`src/rtl/ad79x8_slave.sv`:
```
// ad79x8_slave: SPI device side of an AD7908/7918/7928 ADC.
// It returns conversion frames and maintains the control register and the channel sequencer.
module ad79x8_slave #(
    parameter int DIGITS = 8
) (
    input  logic              clk,
    input  logic              reset,
    input  logic              cs,
    input  logic              sclk,
    input  logic              din,
    output logic              dout,
    output logic              dout_oe,
    output logic [2:0]        ch_addr,
    input  logic [DIGITS-1:0] data_in,
    output logic [11:0]       ctrl_reg,
    output logic              ctrl_valid,
    output logic              frame_err
);
    localparam int PAD = 12 - DIGITS;

    typedef enum logic [1:0] {IDLE, SHIFT, DONE} state_t;

    state_t      state_q, state_d;
    logic [2:0]  cs_q, sclk_q;
    logic [1:0]  din_q;
    logic [15:0] tx_q, tx_d;
    logic [14:0] rx_q, rx_d;
    logic [4:0]  cnt_q, cnt_d;
    logic [11:0] ctrl_q, ctrl_d;
    logic [2:0]  ch_q, ch_d;
    logic        valid_q, valid_d, err_q, err_d;
    logic [15:0] word;
    logic        cs_fall, cs_rise, sclk_fall;

    // Stage [2] lags the synchronized copy [1], so edges act one register after sync.
    assign cs_fall   = cs_q[2] & ~cs_q[1];
    assign cs_rise   = ~cs_q[2] & cs_q[1];
    assign sclk_fall = sclk_q[2] & ~sclk_q[1];
    assign word      = {rx_q, din_q[1]};

    assign dout       = (state_q == SHIFT) & tx_q[15];
    assign dout_oe    = state_q != IDLE;
    assign ch_addr    = ch_q;
    assign ctrl_reg   = ctrl_q;
    assign ctrl_valid = valid_q;
    assign frame_err  = err_q;

    always_ff @(posedge clk or negedge reset) begin
        if (!reset) begin
            cs_q    <= '0;
            sclk_q  <= '0;
            din_q   <= '0;
            state_q <= IDLE;
            tx_q    <= '0;
            rx_q    <= '0;
            cnt_q   <= '0;
            ctrl_q  <= '0;
            ch_q    <= '0;
            valid_q <= 1'b0;
            err_q   <= 1'b0;
        end else begin
            cs_q    <= {cs_q[1:0], cs};
            sclk_q  <= {sclk_q[1:0], sclk};
            din_q   <= {din_q[0], din};
            state_q <= state_d;
            tx_q    <= tx_d;
            rx_q    <= rx_d;
            cnt_q   <= cnt_d;
            ctrl_q  <= ctrl_d;
            ch_q    <= ch_d;
            valid_q <= valid_d;
            err_q   <= err_d;
        end
    end

    always_comb begin
        state_d = state_q;
        tx_d    = tx_q;
        rx_d    = rx_q;
        cnt_d   = cnt_q;
        ctrl_d  = ctrl_q;
        ch_d    = ch_q;
        valid_d = 1'b0;
        err_d   = 1'b0;
        case (state_q)
            IDLE: if (cs_fall) begin
                state_d = SHIFT;
                tx_d    = {1'b0, ch_q, 12'(data_in) << PAD};
                rx_d    = '0;
                cnt_d   = '0;
            end
            SHIFT: if (cs_rise) begin
                state_d = IDLE;
                err_d   = 1'b1;
            end else if (sclk_fall) begin
                rx_d  = word[14:0];
                tx_d  = {tx_q[14:0], 1'b0};
                cnt_d = cnt_q + 5'd1;
                if (cnt_q == 5'd15) begin
                    state_d = DONE;
                    if (word[15]) begin
                        ctrl_d  = word[15:4];
                        valid_d = 1'b1;
                        ch_d    = (word[14] & word[7]) ? 3'd0 : word[12:10];
                    end else if (ctrl_q[10] & ctrl_q[3]) begin
                        ch_d = (ch_q == ctrl_q[8:6]) ? 3'd0 : ch_q + 3'd1;
                    end
                end
            end
            DONE: if (cs_rise) state_d = IDLE;
            default: state_d = IDLE;
        endcase
    end
endmodule

```
`config.mk`:
```
export PLATFORM = sky130hd
export DESIGN_NAME = ad79x8_slave
export DESIGN_NICKNAME = d
export VERILOG_FILES = /design/src/rtl/ad79x8_slave.sv
export SDC_FILE = /design/constraint.sdc
export NUM_CORES = 1
export LEC_CHECK = 0
export ABC_AREA = 1
export CAP_MARGIN = 10
export CORE_MARGIN = 2
export CORE_UTILIZATION = 45
export CTS_CLUSTER_DIAMETER = 120
export CTS_CLUSTER_SIZE = 28
export DETAILED_ROUTE_END_ITERATION = 10
export PLACE_DENSITY = 0.65
export SLEW_MARGIN = 20
export SYNTH_ARGS = -nofsm -noshare
export SYNTH_HDL_FRONTEND = slang
export SYNTH_SLANG_ARGS = --single-unit
export TNS_END_PERCENT = 30
```
`constraint.sdc`:
```
create_clock -name clk -period 2.2 [get_ports clk]
set_clock_uncertainty 0.1 [all_clocks]
set_input_delay 0.66 -clock clk [delete_from_list [all_inputs] [get_ports clk]]
set_output_delay 0.66 -clock clk [all_outputs]
set_load 0.05 [all_outputs]
```
==> impl_metrics.tcl <==
set metrics [dict create \
    status "finished clean" \
    final_nets 325 \
    synthesis.area_um2 2770 \
    path_class "flop to output port" \
    num_vias 1837 \
    drt-initial-drc-count 75 \
    grt_max_degree 36 \
    cts_max_level 3 \
    dp_slack_ps 271 \
    cts.sinks 59 \
    grt_antenna_before_repair 0 \
    grtUsageTotal_pct 15.8 \
    irDropWorstVdd_mv 0.623 \
    cts_root_buf "clkbuf_8" \
    avgRoutedWirePerCell_um 11.9 \
    dominantRegCellSynth "dfrtp_1" \
    async_reset_ff_share_pct 100 \
    p_comb_share_pct 19.3 \
    power.switching_uw 701 \
    grt_overflow_total 0 \
    cp-startpoint "state_q[1]" \
    path_cells "inv_2 -> nand2_2 -> nor2_1 -> buf_12" \
    hold_buffers 0 \
    drive_gt1_share_pct 34.1 \
    ys_warn_count 0 \
    grt_pass1_wl_um 7850 \
    critPathLaunchType "flop" \
    cts_buffers 9 \
    clk_pin_slew_worst_paths_ps 60 \
    crit_buf_inv 2 \
    yosys-mux-area-fraction_pct 0 \
    pwr-share-seq_pct 48.9 \
    detail-route-antenna-nets 0 \
    row_count 28 \
    cap_viol_max_count 0 \
    clockPowerShare_pct 31.8 \
    core_um2 5920 \
    cp-end-kind "output port" \
    post-dp-hpwl_um 3170 \
    synth_area_leader_cell "dfrtp_1" \
    hold_violations 0 \
    synth_cells 270 \
    worstPathRequired_ps 1440 \
    start_util_pct 46.7 \
    die_x_um 82.4 \
    synth_edf_count 0 \
    port_buffers 31 \
    power.internal_mw 1.79 \
    cellPowerDensity_nw_per_um2 760 \
    cpPeakStageDelay_ps 370 \
    finalPower_mw 2.49 \
    synth_top_family_by_area "compound AO/OA/AOI/OAI gates" \
    path_delay_family "flip-flops" \
    gp_congestion 0.752 \
    crit_path_max_fanout 6 \
    drt_pass1_iterations 4 \
    max_slew_margin_pct 77.1 \
    totalWireLength_um 4580 \
    ys_ff_latch 59 \
    post_cts_buffers 0 \
    clock_path_buffers 2 \
    synth_compound_area_share_pct 18.6 \
    clk_latency_ps 330 \
    io_pins 32 \
    die_y_um 82.4 \
    cp_slowest_cell "dfrtp_1" \
    fin_tns_setup_ps 0 \
    switching_share_pct 28.1 \
    drv_slew 0 \
    placed_area_um2 3130 \
    cts_resized 0 \
    synthTopCellsByCount "59 x dfrtp_1, 45 x nand2_1, 40 x inv_1" \
    grt_pass1_vias 1775 \
    whs_ps 74.2 \
    yosysMostFrequentCell "dfrtp_1" \
    via_per_inst 4.76 \
    rsz0062_at_grt "false" \
    synth_top_area_share_pct 53.4 \
    fmax_mhz 471 \
    synthSimpleGateAreaFrac_pct 16.4 \
    syn_nets 286 \
    cts_tree "built" \
    stdcell_area_um2 3280 \
    synth.area.top_cells "dfrtp_1 53%, o21ai_2 7.3%, nand2_1 6.1%, inv_1 5.4%, nand2_2 5.2%" \
    synth_xor_area_share_pct 0.950 \
    post-route-min-period_ps 2120 \
    worstMarginPinSlew_ps 342 \
    synth_cell_types 29 \
    post-route-period-util_pct 96.4 \
    setup_viol 0 \
    power_leakage_nw 1.51 \
    synthAdderAreaFrac_pct 1.36 \
    largest_reg_flops 15 \
    diodes 0 \
    cp.arrival_ps 1360 \
    drc 0 \
    hp-class "input port to asynchronous set/reset pin" \
    syn2layout_area_growth_pct 18.6 \
    setup_slack_ps 78.5 \
    r2r-start "cnt_q[0]" \
    yosysSeqAreaShare_pct 53.4 \
    dieArea_um2 6790 \
    syn_area_per_cell_um2 10.2 \
]
-- cell type report --
class                      count  area [µm²]
fill                         529        2640
sequential                    59        1480
multi-input combinational    157        1030
timing repair buffer          38         360
inverter                      44         165
clock buffer                  13         149
tap                           75        93.8
-- path summary, 6_finish.rpt --
kind / to / cells past startpoint / slack (ps)
max: dout / 4 / 80
min: ctrl_valid / 1 / 70
max reg2reg: ctrl_reg[11] / 10 / 290
min reg2reg: din_q[1] / 0 / 250
max in group asynchronous: tx_q[9] / 2 / 1450
min in group clk: din_q[1] / 0 / 250
-- per-layer routing --
layer / track usage, % / vias to the layer above / wire [µm]
met1: 19.2 / 870 / 2160
met4: 6.50 / 0 / 75
met2: 25.0 / 27 / 2130
met5: 0 / - / 0
li1: - / 935 / -
met3: 6.52 / 5 / 214
-- kinds of logic (layout without fill, tap and decap cells) --
| logic type | Yosys count | after routing |
|---|---|---|
| AOI/OAI and AO/OA | 61 | 61 |
| xor gates and xnor gates | 3 | 3 |
| adders and majority gates | 3 | 3 |
| buffers and inverters | 54 | 95 |
| DFF | 59 | 59 |
| and+or+nand+nor | 90 | 90 |
-- placed cells by master, fill, tap and decap left out, types with 2 or more instances in the layout --
cell	netlist	final
inv_2	4	4
o21ai_2	23	23
buf_12	0	4
o22ai_1	6	6
clkbuf_1	1	3
o21ai_4	2	2
dfrtp_1	59	59
buf_4	0	22
o31ai_1	2	2
nor2_1	10	10
inv_1	40	40
nand2_2	23	23
ha_1	3	3
nand3_1	6	6
o21ai_0	14	14
o22ai_2	11	11
nand2_1	45	45
clkbuf_8	0	10
clkdlybuf4s50_1	0	11
xnor2_1	2	2
-- per-stage QoR --
step	util, %	cells
6_report	55.4	386
5_1_grt	55.4	386
4_1_cts	55.4	386
3_5_place_dp	52.9	373
3_3_place_gp	52.9	373
2_1_floorplan	-	270
-- power by group through the flow --
| stage | registers (mW) | logic [mW] | clock network [mW] |
|---|---|---|---|
| after global routing | 1.23 | 0.543 | 0.859 |
| after floorplan | 1.23 | 0.376 | 0 |
| after CTS | 1.22 | 0.491 | 0.819 |
| final | 1.22 | 0.481 | 0.792 |
| after detailed placement | 1.24 | 0.489 | 0 |
| after global placement | 1.23 | 0.486 | 0 |
Note: power is estimated with default switching activity, not from simulation.
